### src/rtl/note_recorder_pkg.sv
// Shared note codes and recorder state encodings for the note recorder.
package note_recorder_pkg;

  typedef logic [3:0] note_t;

  localparam note_t NOTE_NONE = 4'h0;
  localparam note_t NOTE_C4   = 4'h1;
  localparam note_t NOTE_D    = 4'h2;
  localparam note_t NOTE_E    = 4'h3;
  localparam note_t NOTE_F    = 4'h4;
  localparam note_t NOTE_G    = 4'h5;
  localparam note_t NOTE_A    = 4'h6;
  localparam note_t NOTE_B    = 4'h7;
  localparam note_t NOTE_C5   = 4'h8;

  // Encoding is visible on the mode output, so values are fixed.
  typedef enum logic [1:0] {
    ST_IDLE   = 2'd0,
    ST_ARMED  = 2'd1,
    ST_RECORD = 2'd2,
    ST_PLAY   = 2'd3
  } state_t;

endpackage

### src/rtl/note_recorder_mem.sv
// DEPTH x 4 note memory: synchronous write, asynchronous read.
module note_recorder_mem
  import note_recorder_pkg::*;
#(
  parameter int DEPTH = 64,
  parameter int AW    = 6
) (
  input  logic          clk,
  input  logic          we,
  input  logic [AW-1:0] waddr,
  input  note_t         wdata,
  input  logic [AW-1:0] raddr,
  output note_t         rdata
);

  note_t mem [DEPTH];

  // NOTE: the array has no reset; contents are only read below rec_len, so
  // every slot is written before it is ever observed.
  always_ff @(posedge clk) begin
    if (we) mem[waddr] <= wdata;
  end

  assign rdata = mem[raddr];

endmodule

### src/rtl/note_recorder.sv
// Records live notes on quarter-beat ticks and replays them in the same timing.
// Define NOTE_RECORDER_LOOP_EN to make playback repeat until stop.
module note_recorder
  import note_recorder_pkg::*;
#(
  parameter int DEPTH = 64,
  parameter int AW    = $clog2(DEPTH)
) (
  input  logic          CLK,
  input  logic          RESET,
  input  logic          QUARTER_BEAT_TICK,
  input  note_t         live_note,
  input  logic          rec_start,
  input  logic          play_start,
  input  logic          stop,
  output note_t         play_note,
  output logic [AW:0]   rec_len,
  output logic          busy,
  output logic [1:0]    mode,
  output logic          full
);

  localparam logic [AW:0] FULL_LEN = (AW+1)'(DEPTH);
  localparam logic [AW:0] ONE_LEN  = (AW+1)'(1);

  state_t        state, state_d;
  logic [AW-1:0] wr_ptr, wr_ptr_d;
  logic [AW:0]   rd_ptr, rd_ptr_d;
  logic [AW:0]   rec_len_d;
  note_t         play_note_d;

  logic          mem_we;
  logic [AW-1:0] mem_waddr;
  note_t         mem_wdata;
  logic [AW-1:0] mem_raddr;
  note_t         mem_rdata;

  note_recorder_mem #(
    .DEPTH (DEPTH),
    .AW    (AW)
  ) u_mem (
    .clk   (CLK),
    .we    (mem_we),
    .waddr (mem_waddr),
    .wdata (mem_wdata),
    .raddr (mem_raddr),
    .rdata (mem_rdata)
  );

`ifdef NOTE_RECORDER_LOOP_EN
  // The end-of-sequence tick restarts from slot 0 instead of going silent.
  assign mem_raddr = (rd_ptr == rec_len) ? '0 : rd_ptr[AW-1:0];
`else
  assign mem_raddr = rd_ptr[AW-1:0];
`endif

  // NOTE: every variable gets a default before the case so no path leaves it
  // unassigned, which would otherwise infer a latch.
  always_comb begin
    state_d     = state;
    wr_ptr_d    = wr_ptr;
    rd_ptr_d    = rd_ptr;
    rec_len_d   = rec_len;
    play_note_d = play_note;
    mem_we      = 1'b0;
    mem_waddr   = wr_ptr;
    mem_wdata   = live_note;

    // Case is on the current state, so a tick coinciding with an entering
    // command is never consumed by the state being entered.
    if (stop) begin
      state_d     = ST_IDLE;
      play_note_d = NOTE_NONE;
    end else begin
      unique case (state)
        ST_IDLE: begin
          if (rec_start) begin
            rec_len_d = '0;
            wr_ptr_d  = '0;
            state_d   = ST_ARMED;
          end else if (play_start && (rec_len != '0)) begin
            rd_ptr_d = '0;
            state_d  = ST_PLAY;
          end
        end

        ST_ARMED: begin
          if (QUARTER_BEAT_TICK && (live_note != NOTE_NONE)) begin
            mem_we    = 1'b1;
            mem_waddr = '0;
            wr_ptr_d  = AW'(1);
            rec_len_d = ONE_LEN;
            state_d   = ST_RECORD;
          end
        end

        ST_RECORD: begin
          if (QUARTER_BEAT_TICK) begin
            mem_we    = 1'b1;
            wr_ptr_d  = wr_ptr + AW'(1);
            rec_len_d = rec_len + ONE_LEN;
            if (rec_len + ONE_LEN == FULL_LEN) state_d = ST_IDLE;
          end
        end

        ST_PLAY: begin
          if (QUARTER_BEAT_TICK) begin
            if (rd_ptr < rec_len) begin
              play_note_d = mem_rdata;
              rd_ptr_d    = rd_ptr + ONE_LEN;
            end else begin
`ifdef NOTE_RECORDER_LOOP_EN
              play_note_d = mem_rdata;
              rd_ptr_d    = ONE_LEN;
`else
              play_note_d = NOTE_NONE;
              state_d     = ST_IDLE;
`endif
            end
          end
        end

        default: state_d = ST_IDLE;
      endcase
    end
  end

  // NOTE: sequential state uses non-blocking assignments so every register
  // samples its pre-edge value regardless of statement order.
  always_ff @(posedge CLK or posedge RESET) begin
    if (RESET) begin
      state     <= ST_IDLE;
      wr_ptr    <= '0;
      rd_ptr    <= '0;
      rec_len   <= '0;
      play_note <= NOTE_NONE;
    end else begin
      state     <= state_d;
      wr_ptr    <= wr_ptr_d;
      rd_ptr    <= rd_ptr_d;
      rec_len   <= rec_len_d;
      play_note <= play_note_d;
    end
  end

  assign busy = (state != ST_IDLE);
  assign mode = state;
  assign full = (rec_len == FULL_LEN);

endmodule

### config.mk
export PLATFORM = sky130hd
export DESIGN_NAME = note_recorder
export DESIGN_NICKNAME = d
export VERILOG_FILES = /design/src/rtl/note_recorder_pkg.sv /design/src/rtl/note_recorder_mem.sv /design/src/rtl/note_recorder.sv
export SDC_FILE = /design/constraint.sdc
export NUM_CORES = 1
export LEC_CHECK = 0
export CORE_MARGIN = 2
export CORE_UTILIZATION = 40
export DETAILED_ROUTE_END_ITERATION = 16
export SYNTH_ARGS = -nofsm -noshare
export SYNTH_HDL_FRONTEND = slang
export SYNTH_SLANG_ARGS = --single-unit
### constraint.sdc
create_clock -name CLK -period 4.1 [get_ports CLK]
set_input_delay 0.615 -clock CLK [delete_from_list [all_inputs] [get_ports CLK]]
set_output_delay 0.615 -clock CLK [all_outputs]
set_load 0.005 [all_outputs]
==> results_tabular.tex, run 1 <==
\begin{tabular}{lr}
\hline
Metric & Value \\
\hline
\multicolumn{2}{l}{\textbf{Floorplanning}} \\
Die area & 0.0316 mm2 \\
Starting density of the core & 40.7\% \\
X dimension of the die & 178 um \\
Area of the core & 0.0296 mm2 \\
Chip height & 178 um \\
Core Rows & 63 \\
I/O pins & 25 \\
\multicolumn{2}{l}{\textbf{Worst setup path}} \\
Element type at the critical path end & output pin \\
Maximum net fanout on the critical path & 8 \\
Master of the slowest instance on the critical path & clkdlybuf4s50\_1 \\
Critical path class & flop to output pin \\
Critical-path cell list & inv\_1 -> ha\_1 -> or4b\_4 -> nor3\_1 -> clkdlybuf4s50\_1 \\
Nature of the critical path startpoint & flop \\
Endpoint arrival time on the critical path & 2.47 ns \\
Slowest stage delay, CP & 0.53 ns \\
Req. time, crit path & 3.48 ns \\
\multicolumn{2}{l}{\textbf{CTS}} \\
Clock H-tree levels & 1 \\
Sink count of the clock tree & 282 \\
Count of cells resized by post-cts repair & 0 \\
Number of buffers inserted during clock tree synthesis & 30 \\
Clock insertion delay at the later pin of the skew report & 0.56 ns \\
Post-CTS setup-driven buffer insertion count & 0 \\
Cts hold-fix bufs & 0 \\
CTS tree & built \\
Clock input transition at the sequential cells of the worst setup and hold paths & 0.06 ns \\
Clock Path Buffers & 3 \\
Root Buffer & clkbuf\_16 \\
\multicolumn{2}{l}{\textbf{Global routing}} \\
Global-route wire length before repair & 44000 um \\
Global router's overall resource usage & 18.9\% \\
Via count of the first global-routing pass & 6856 \\
Sum of overflow across all layers after global routing & 0 \\
Antenna violations before repair & 0 \\
Maximum number of pins on one net before global-route repair & 65 \\
\multicolumn{2}{l}{\textbf{Power and ir drop}} \\
P\_int & 5.09 mW \\
Total power density per cell area & 506 mW/mm2 \\
Switch share & 26.1\% \\
Clock power frac & 37.5\% \\
P\_leak & 4.31 nW \\
Overall power & 6.90 mW \\
Net Sw Power & 1.80 mW \\
Max IR drop VDD & 0.000306 V \\
Part of the power in combinational logic & 14.7\% \\
Sequential Power Share & 47.8\% \\
\multicolumn{2}{l}{\textbf{STA}} \\
Transition at the pin with the smallest max-transition slack & 0.957 ns \\
Fin Hold WS & 0.378 ns \\
Number of failing hold endpoints at the final stage & 0 \\
Setup violators final & 0 \\
Setup repair after global routing missed its margin & false \\
Worst rel slew slack & 35.7\% \\
Highest attainable clock frequency & 0.324 GHz \\
Max Transition Viols Final & 0 \\
Layout Skew & 0.0233 ns \\
Minimum clock period after layout & 3.09 ns \\
Post-layout worst setup margin & 1.01 ns \\
Post-Route Setup TNS & 0 ns \\
Ratio of final minimum period to clock period & 75.3\% \\
\multicolumn{2}{l}{\textbf{Synth}} \\
Mapped Area & 0.0121 mm2 \\
Number of warnings printed during yosys synthesis & 0 \\
Top FF cell, synth & edfxtp\_1 \\
Number of nets produced by synthesis & 767 \\
Sequential cell area fraction in the yosys report & 69.1\% \\
EDFF count, synth & 256 \\
Mean cell area of the mapped netlist & 16.3 um2 \\
Distinct cells, synth & 65 \\
FFs w/ async S/R, synth & 9.22\% \\
Flops \& latches, synth & 282 \\
Gate count after technology mapping & 742 \\
\multicolumn{2}{l}{\textbf{Cells and area}} \\
Post-route cell area & 0.0136 mm2 \\
Utilization of the core after routing & 46.0\% \\
Antenna diodes & 0 \\
Final Instance Count excl. Fillers & 1189 \\
Area grow syn2layout & 12.9\% \\
Layout cells sized above 1 & 17.6\% \\
Number of nets in the layout & 800 \\
Final-layout fill cell count & 2623 \\
\multicolumn{2}{l}{\textbf{Routing}} \\
Residual antenna-violating net count after detailed routing & 0 \\
DRT Wirelength & 29000 um \\
1st-pass router iterations & 5 \\
Post-detailed-route wirelength per cell & 24.4 um \\
Initial drt markers & 712 \\
Met1 wire length & 12800 um \\
DRC violation count after routing & 0 \\
Metal2 WL & 13600 um \\
DR top layer & met4 \\
Ratio of routed vias to standard cells & 5.69 \\
Total number of vias & 6760 \\
WL met3 & 1980 um \\
\multicolumn{2}{l}{\textbf{Run status}} \\
Status & finished, final reports clean \\
\multicolumn{2}{l}{\textbf{Place}} \\
Worst setup timing slack at the placement stage & 0.851 ns \\
Final RePlAce weighted congestion & 0.808 \\
Buffers on Ports & 24 \\
HPWL Detailed & 18600 um \\
Standard cell area after detailed placement & 0.0127 mm2 \\
Placed Instances & 1133 \\
\multicolumn{2}{l}{\textbf{Flow run}} \\
\# Max-Cap Violations & 0 \\
\multicolumn{2}{l}{\textbf{Hold path}} \\
Type of the most critical hold path & input port to async pin \\
\hline
\end{tabular}
-- Yosys cell counts (all sizes together), types with 2 or more instances --
cell     number  area, um2
edfxtp      256       7690
nor2         86        323
mux4         52       1190
nand2        41        154
nand3        32        160
mux2i        27        270
dfrtp        26        651
buf          23        179
o21ai        23        115
inv          16       60.1
clkbuf       15       56.3
ha           15        188
a21oi        12       63.8
a22oi        10       75.1
nor2b        10       62.6
mux2          9        101
nand4         7       43.8
o22ai         7       43.8
and2          6       38.8
nand2b        6       37.5
o31ai         6       58.8
nor3          5       36.3
a221oi        4       35.0
a31oi         4       25.0
and3          4       25.0
o221ai        4       41.3
a2111oi       3       38.8
nor4          3       33.8
a2111o        2       22.5
a211oi        2       20.0
a311oi        2       17.5
nand3b        2       15.0
o41ai         2       17.5
xnor2         2       17.5
-- layout make-up --
| cell class | instances | area, um2 | area share, % |
|---|---|---|---|
| Timing Repair Buffer | 40 | 353 | 2.59 |
| Inverter | 17 | 63.8 | 0.468 |
| Clock inverter | 24 | 195 | 1.43 |
| Multi-Input combinational cell | 404 | 3420 | 25.1 |
| Sequential cell | 282 | 8340 | 61.2 |
| Tap cell | 390 | 488 | 3.58 |
| Clock buffer | 32 | 758 | 5.56 |
-- power by group through the flow --
stage	sequential, mW	combinational (mW)	clock, mW
after global routing	3.31	1.10	2.76
after detailed placement	3.36	1.01	0
after CTS	3.30	1.01	2.64
after floorplan	3.26	0.791	0
final	3.30	1.01	2.59
after global placement	3.36	1.00	0
-- worst max-delay path: cells and delay by family, from the launching register on --
kind,cells,cell delay [ns]
buf+inv,2,0.67
flops,1,0.48
simple gates,2,0.63
fa+ha+maj,1,0.15
-- layout by cell type, fill, tap and decap left out, drive strengths merged, types with 15 or more instances in the layout --
cell	instances
mux2i	27
clkbuf	32
ha	15
inv	16
edfxtp	256
nand3	32
clkdlybuf4s50	20
mux4	52
nor2	86
clkinv	17
nand2	41
buf	20
dfrtp	26
o21ai	23
-- state kept, by name, indices dropped and copies added (netlist names) --
register	count
u_mem.mem	256
play_note	4
wr_ptr	6
rd_ptr	7
rec_len	7
mode	2
-- cell families (layout without fill, tap and decap cells) --
logic type / count (synthesis) / count (layout) / share of synthesized area, %
multiplexers: 88 / 88 / 13.0
AO/OA/AOI/OAI: 90 / 90 / 5.48
flip-flops: 282 / 282 / 69.1
adder cells (fa/ha/maj): 15 / 15 / 1.56
XOR/XNOR: 2 / 2 / 0.145
buffers and inverters: 56 / 113 / 2.55
AND/OR/NAND/NOR: 209 / 209 / 8.21
-- per-layer routing --
metal / global-route usage (%) / vias to the layer above
met5: 0 / -
met4: 4.61 / 0
met3: 3.36 / 44
met2: 29.9 / 263
met1: 27.1 / 3456
li1: - / 2997
-- final timing paths --
path                       slack (ns)                       end                      from  depth (start not counted)
max                              1.01                      full    rec_len[0]$_DFFE_PP0P_                          5
min                              0.38     wr_ptr[2]$_DFFE_PP0P_                     RESET                          2
min reg2reg                      0.52  play_note[2]$_DFFE_PP0P_  play_note[2]$_DFFE_PP0P_                          2
min in group CLK                 0.52  play_note[2]$_DFFE_PP0P_  play_note[2]$_DFFE_PP0P_                          2
max reg2reg                      1.27  play_note[3]$_DFFE_PP0P_     rd_ptr[0]$_DFFE_PP0P_                          7
max in group asynchronous        3.08     rd_ptr[0]$_DFFE_PP0P_                     RESET                          3
No activity file was read; power rests on OpenSTA's default activity.
==> run 2, diff against run 1 <==
==> constraint.sdc (replaced) <==
create_clock -name CLK -period 3.1 [get_ports CLK]
set_input_delay 0.465 -clock CLK [delete_from_list [all_inputs] [get_ports CLK]]
set_output_delay 0.465 -clock CLK [all_outputs]
set_load 0.005 [all_outputs]
==> results_tabular.tex, run 2 (same netlist as run 1, synthesis figures left out) <==
\begin{tabular}{lr}
\hline
Metric & Value \\
\hline
\multicolumn{2}{l}{\textbf{Routing}} \\
DRC violation count after routing & 0 (unchanged) \\
Total number of vias & 6884 (+1.8\%) \\
DRT Wirelength & 29000 um (about the same) \\
Ratio of routed vias to standard cells & 5.62 (-1.1\%) \\
1st-pass router iterations & 7 (+2) \\
Post-detailed-route wirelength per cell & 23.7 um (-2.8\%) \\
Residual antenna-violating net count after detailed routing & 0 (unchanged) \\
Initial drt markers & 624 (-12\%) \\
\multicolumn{2}{l}{\textbf{STA}} \\
Highest attainable clock frequency & 0.337 GHz \\
Transition at the pin with the smallest max-transition slack & 0.836 ns (-0.120 ns) \\
Number of failing hold endpoints at the final stage & 0 (unchanged) \\
Post-layout worst setup margin & 0.137 ns (-0.875 ns) \\
Worst rel slew slack & 44.2\% (+8.5 points) \\
Max Transition Viols Final & 0 (unchanged) \\
Post-Route Setup TNS & 0 ns (unchanged) \\
Setup repair after global routing missed its margin & false \\
Layout Skew & 0.0199 ns (-0.00338 ns) \\
Minimum clock period after layout & 2.96 ns \\
Setup violators final & 0 (unchanged) \\
Ratio of final minimum period to clock period & 95.6\% \\
\multicolumn{2}{l}{\textbf{Worst setup path}} \\
Worst R2R End & play\_note[1]\$\_DFFE\_PP0P\_ \\
Nature of the critical path startpoint & flop \\
Worst flop-to-flop path startpoint & rd\_ptr[0]\$\_DFFE\_PP0P\_ \\
Worst R2R Path Depth & 6 (-1) \\
Maximum net fanout on the critical path & 8 (unchanged) \\
Critical path class & flop to output pin \\
Req. time, crit path & 2.63 ns (-0.85 ns) \\
Reg-to-reg slack, setup & 0.53 ns (-0.74 ns) \\
Endpoint arrival time on the critical path & 2.50 ns (+0.03 ns) \\
Element type at the critical path end & output pin \\
\multicolumn{2}{l}{\textbf{Cells and area}} \\
Number of flip-flops under the largest register name & 256 (unchanged) \\
Number of nets in the layout & 835 (+4.4\%) \\
Final-layout fill cell count & 2573 (-1.9\%) \\
Layout cells sized above 1 & 20.1\% (+2.5 points) \\
Most frequent standard cell in the layout excluding fill and tap cells & edfxtp\_1 \\
Highest-count cells in the layout ignoring fill and taps & edfxtp\_1, nor2\_1, buf\_4 \\
Largest regs & u\_mem.mem x256, rd\_ptr x7, rec\_len x7 \\
Antenna diodes & 0 (unchanged) \\
Area grow syn2layout & 15.4\% \\
Top register by number of flip-flops & u\_mem.mem \\
Post-route cell area & 0.0139 mm2 (+2.2\%) \\
\multicolumn{2}{l}{\textbf{Global routing}} \\
Global-route wire length before repair & 43600 um (-1.0\%) \\
Maximum number of pins on one net before global-route repair & 65 (unchanged) \\
Via count of the first global-routing pass & 6802 (-0.79\%) \\
Global router's overall resource usage & 18.8\% (-0.072 points) \\
Sum of overflow across all layers after global routing & 0 (unchanged) \\
Antenna violations before repair & 0 (unchanged) \\
\multicolumn{2}{l}{\textbf{Place}} \\
Buffers on Ports & 24 (unchanged) \\
Final RePlAce weighted congestion & 0.852 (+5.5\%) \\
Worst setup timing slack at the placement stage & 0.319 ns (-0.533 ns) \\
Standard cell area after detailed placement & 0.0129 mm2 (+2.0\%) \\
HPWL Detailed & 19100 um (+3.2\%) \\
\multicolumn{2}{l}{\textbf{Floorplanning}} \\
Core Rows & 63 (unchanged) \\
Starting density of the core & 40.7\% (unchanged) \\
Area of the core & 0.0296 mm2 (unchanged) \\
I/O pins & 25 (unchanged) \\
Die area & 0.0316 mm2 (unchanged) \\
X dimension of the die & 178 um (unchanged) \\
Chip height & 178 um (unchanged) \\
\multicolumn{2}{l}{\textbf{CTS}} \\
Clock H-tree levels & 1 (unchanged) \\
Clock Path Buffers & 3 (unchanged) \\
Count of cells resized by post-cts repair & 0 (unchanged) \\
Clock insertion delay at the later pin of the skew report & 0.56 ns (about the same) \\
Clock input transition at the sequential cells of the worst setup and hold paths & 0.06 ns (about the same) \\
Cts hold-fix bufs & 0 (unchanged) \\
Root Buffer & clkbuf\_16 \\
Sink count of the clock tree & 282 (unchanged) \\
CTS tree & built \\
Post-CTS setup-driven buffer insertion count & 0 (unchanged) \\
Number of buffers inserted during clock tree synthesis & 30 (unchanged) \\
\multicolumn{2}{l}{\textbf{Power and ir drop}} \\
Max IR drop VDD & 0.000385 V (+26\%) \\
P\_leak & 4.52 nW (+4.8\%) \\
Sequential Power Share & 46.2\% (-1.6 points) \\
P\_int & 7.08 mW (+39\%) \\
Part of the power in combinational logic & 15.0\% (+0.3 points) \\
Overall power & 9.40 mW (+36\%) \\
Switch share & 24.7\% (-1.4 points) \\
Total power density per cell area & 675 mW/mm2 (+33\%) \\
Clock power frac & 38.8\% (+1.3 points) \\
Net Sw Power & 2.32 mW (+29\%) \\
\multicolumn{2}{l}{\textbf{Hold path}} \\
Hold Crit Start & live\_note[1] \\
Type of the most critical hold path & input port to flop \\
Worst hold path stage count & 1 \\
Hold-critical path endpoint & u\_mem.mem[19][1]\$\_DFFE\_PP\_ \\
\multicolumn{2}{l}{\textbf{Run status}} \\
Status & finished, final reports clean \\
\multicolumn{2}{l}{\textbf{Flow run}} \\
\# Max-Cap Violations & 0 (unchanged) \\
\hline
\end{tabular}
==> run 2: cell types whose count changed in the layout (fill, tap and decap cells not counted), sizes merged <==
cell	before	now
buf	20	55
bufinv	2	5
clkbuf	32	41
clkinv	17	11
clkinvlp	6	0
==> run 2: power groups by stage <==
stage               Combinational, mW  Sequential, mW  Clock [mW]
floorplan                        1.05            4.31           0
global placement                 1.39            4.42           0
detailed placement               1.40            4.43           0
CTS                              1.41            4.35        3.71
global route                     1.52            4.36        3.85
finish                           1.41            4.35        3.65
==> run 2: cell type report <==
class / count / area [um2] / area share, %
Inverter: 17 / 63.8 / 0.458
Multi-Input combinational cell: 404 / 3420 / 24.6
Tap cell: 390 / 488 / 3.50
Clock inverter: 15 / 195 / 1.40
Timing Repair Buffer: 75 / 603 / 4.33
Sequential cell: 282 / 8340 / 59.9
Clock buffer: 41 / 813 / 5.84
==> run 2: worst max-delay path by stage <==
stage,startpoint,end,slack [ns]
CTS,rec_len[0]$_DFFE_PP0P_,full,0.08
detailed placement,QUARTER_BEAT_TICK,u_mem.mem[6][1]$_DFFE_PP_,0.32
global route,rec_len[0]$_DFFE_PP0P_,full,0.03
finish,rec_len[0]$_DFFE_PP0P_,full,0.14
floorplan,rec_len[5]$_DFFE_PP0P_,mode[0]$_DFFE_PP0P_,0.72
global placement,live_note[1],u_mem.mem[6][2]$_DFFE_PP_,0.37
==> run 2: metrics by stage <==
stage | hold WS (ns) | util [%] | cells
after floorplan | 0.479 | - | 742
after global placement | 0.533 | 43.6 | 1168
after detailed placement | 0.539 | 43.6 | 1168
after CTS | 0.273 | 47.0 | 1224
after global routing | 0.269 | 47.0 | 1224
final | 0.284 | 47.0 | 1224
==> run 2: worst max-delay path, stage by stage (launching register included) <==
cell and delay (ns):
dfrtp_1 0.48, inv_1 0.15, ha_1 0.16, or4b_4 0.48
nor3_1 0.15, clkdlybuf4s50_1 0.53
==> run 2: routing by layer <==
metal	global-route usage [%]	vias up	wire length [um]
met2	30.1	234	13800
met3	2.91	48	1750
li1	-	3067	-
met4	4.92	0	586
met1	26.9	3535	12800
met5	0	-	0
==> run 3, diff against run 2 <==
--- a/config.mk
+++ b/config.mk
@@ -8,6 +8,7 @@
 export CORE_MARGIN = 2
 export CORE_UTILIZATION = 40
 export DETAILED_ROUTE_END_ITERATION = 16
+export RECOVER_POWER = 50
 export SYNTH_ARGS = -nofsm -noshare
 export SYNTH_HDL_FRONTEND = slang
 export SYNTH_SLANG_ARGS = --single-unit
==> results_tabular.tex, run 3 (same netlist as run 1, synthesis figures left out) <==
\begin{tabular}{lr}
\hline
Metric & Value \\
\hline
\multicolumn{2}{l}{\textbf{Routing}} \\
DRC violation count after routing & 0 (unchanged) \\
DRT Wirelength & 29000 um (about the same) \\
Total number of vias & 6869 (-0.22\%) \\
Initial drt markers & 643 (+3.0\%) \\
1st-pass router iterations & 7 (unchanged) \\
Post-detailed-route wirelength per cell & 23.7 um (about the same) \\
Ratio of routed vias to standard cells & 5.61 (-0.22\%) \\
Residual antenna-violating net count after detailed routing & 0 (unchanged) \\
\multicolumn{2}{l}{\textbf{Worst setup path}} \\
Maximum net fanout on the critical path & 8 (unchanged) \\
Critical path class & flop to output pin \\
Endpoint arrival time on the critical path & 2.50 ns (about the same) \\
Req. time, crit path & 2.63 ns (about the same) \\
Worst flop-to-flop path startpoint & rd\_ptr[0]\$\_DFFE\_PP0P\_ \\
Element type at the critical path end & output pin \\
Reg-to-reg slack, setup & 0.54 ns (about the same) \\
Worst R2R Path Depth & 7 (+1) \\
Crit path to & full \\
Launching element of the worst setup path & rec\_len[0]\$\_DFFE\_PP0P\_ \\
Nature of the critical path startpoint & flop \\
Worst R2R End & play\_note[3]\$\_DFFE\_PP0P\_ \\
\multicolumn{2}{l}{\textbf{CTS}} \\
Post-CTS setup-driven buffer insertion count & 0 (unchanged) \\
Clock Path Buffers & 3 (unchanged) \\
Clock input transition at the sequential cells of the worst setup and hold paths & 0.06 ns (about the same) \\
Clock insertion delay at the later pin of the skew report & 0.56 ns (about the same) \\
Count of cells resized by post-cts repair & 0 (unchanged) \\
Root Buffer & clkbuf\_16 \\
Cts hold-fix bufs & 0 (unchanged) \\
Clock H-tree levels & 1 (unchanged) \\
Sink count of the clock tree & 282 (unchanged) \\
Number of buffers inserted during clock tree synthesis & 30 (unchanged) \\
CTS tree & built \\
\multicolumn{2}{l}{\textbf{Place}} \\
Final RePlAce weighted congestion & 0.852 (unchanged) \\
Buffers on Ports & 24 (unchanged) \\
HPWL Detailed & 19100 um (unchanged) \\
\multicolumn{2}{l}{\textbf{Cells and area}} \\
Top register by number of flip-flops & u\_mem.mem \\
Number of flip-flops under the largest register name & 256 (unchanged) \\
Highest-count cells in the layout ignoring fill and taps & edfxtp\_1, nor2\_1, mux4\_2 \\
Number of nets in the layout & 835 (unchanged) \\
Largest regs & u\_mem.mem x256, rd\_ptr x7, rec\_len x7 \\
Area grow syn2layout & 15.2\% \\
Layout cells sized above 1 & 19.3\% (-0.84 points) \\
Antenna diodes & 0 (unchanged) \\
Most frequent standard cell in the layout excluding fill and tap cells & edfxtp\_1 \\
\multicolumn{2}{l}{\textbf{Flow run}} \\
\# Max-Cap Violations & 0 (unchanged) \\
\multicolumn{2}{l}{\textbf{STA}} \\
Layout Skew & 0.0188 ns (-0.00107 ns) \\
Highest attainable clock frequency & 0.337 GHz (about the same) \\
Number of failing hold endpoints at the final stage & 0 (unchanged) \\
Ratio of final minimum period to clock period & 95.6\% (about the same) \\
Setup repair after global routing missed its margin & false \\
Setup violators final & 0 (unchanged) \\
Transition at the pin with the smallest max-transition slack & 1.37 ns (+0.536 ns) \\
Minimum clock period after layout & 2.96 ns (+0.000457 ns) \\
Fin Hold WS & 0.398 ns (+0.114 ns) \\
Post-Route Setup TNS & 0 ns (unchanged) \\
Max Transition Viols Final & 0 (unchanged) \\
Worst rel slew slack & 8.54\% (-36 points) \\
\multicolumn{2}{l}{\textbf{Global routing}} \\
Global router's overall resource usage & 18.8\% (unchanged) \\
Antenna violations before repair & 0 (unchanged) \\
Global-route wire length before repair & 43600 um (unchanged) \\
Via count of the first global-routing pass & 6802 (unchanged) \\
Maximum number of pins on one net before global-route repair & 65 (unchanged) \\
Sum of overflow across all layers after global routing & 0 (unchanged) \\
\multicolumn{2}{l}{\textbf{Floorplanning}} \\
Die area & 0.0316 mm2 (unchanged) \\
X dimension of the die & 178 um (unchanged) \\
Starting density of the core & 40.7\% (unchanged) \\
Chip height & 178 um (unchanged) \\
Area of the core & 0.0296 mm2 (unchanged) \\
Core Rows & 63 (unchanged) \\
I/O pins & 25 (unchanged) \\
\multicolumn{2}{l}{\textbf{Hold path}} \\
Worst hold path stage count & 1 (unchanged) \\
Type of the most critical hold path & input port to flop \\
\multicolumn{2}{l}{\textbf{Power and ir drop}} \\
P\_leak & 4.50 nW (-0.30\%) \\
Max IR drop VDD & 0.000387 V (+0.55\%) \\
Total power density per cell area & 675 mW/mm2 (about the same) \\
\multicolumn{2}{l}{\textbf{Run status}} \\
Status & finished, final reports clean \\
\hline
\end{tabular}
[run 3: per-stage QoR]
stage	total power [mW]	util (%)	area [um2]	setup WS (ns)	std cells
floorplan	5.36	-	12100	0.721	742
global placement	5.82	43.6	12900	0.368	1168
detailed placement	5.83	43.6	12900	0.319	1168
CTS	9.47	47.0	13900	0.0824	1224
global route	9.72	46.9	13900	0.0347	1224
finish	9.39	46.9	13900	0.136	1224
[run 3: cell type report]
cell class / instances / area [um2]
Fill cell: 2583 / 15700
Timing Repair Buffer: 75 / 577
Clock buffer: 41 / 813
Clock inverter: 15 / 195
Inverter: 17 / 63.8
Tap cell: 390 / 488
Multi-Input combinational cell: 404 / 3420
Sequential cell: 282 / 8340
[run 3: how the worst min path moves through the flow]
stage | from | end | slack, ns
final | live_note[1] | u_mem.mem[19][1]$_DFFE_PP_ | 0.40
after CTS | live_note[1] | u_mem.mem[19][1]$_DFFE_PP_ | 0.27
after detailed placement | play_note[3]$_DFFE_PP0P_ | play_note[3]$_DFFE_PP0P_ | 0.54
after global routing | live_note[1] | u_mem.mem[19][1]$_DFFE_PP_ | 0.40
after floorplan | play_note[3]$_DFFE_PP0P_ | play_note[3]$_DFFE_PP0P_ | 0.48
after global placement | play_note[3]$_DFFE_PP0P_ | play_note[3]$_DFFE_PP0P_ | 0.53
[run 3: power by group]
part,switching (mW),internal [mW],leakage (nW)
Combinational,0.758,0.634,1.36
Clock,1.41,2.24,0.494
Sequential,0.153,4.20,2.65
Total,2.32,7.07,4.50
[run 3: layer usage]
metal  GRT usage (%)  share of wire, %  up-vias
met1            26.9                43     3510
met2            30.1                48      240
met3            2.91               6.6       53
li1                -                 -     3066
met4            4.92               2.2        0
met5               0                 0        -
[run 3: worst max-delay path, stage by stage, from the launching register on]
cell,delay [ns]
dfrtp_1,0.48
inv_1,0.15
ha_1,0.16
or4b_4,0.48
nor3_1,0.15
clkdlybuf4s50_1,0.53
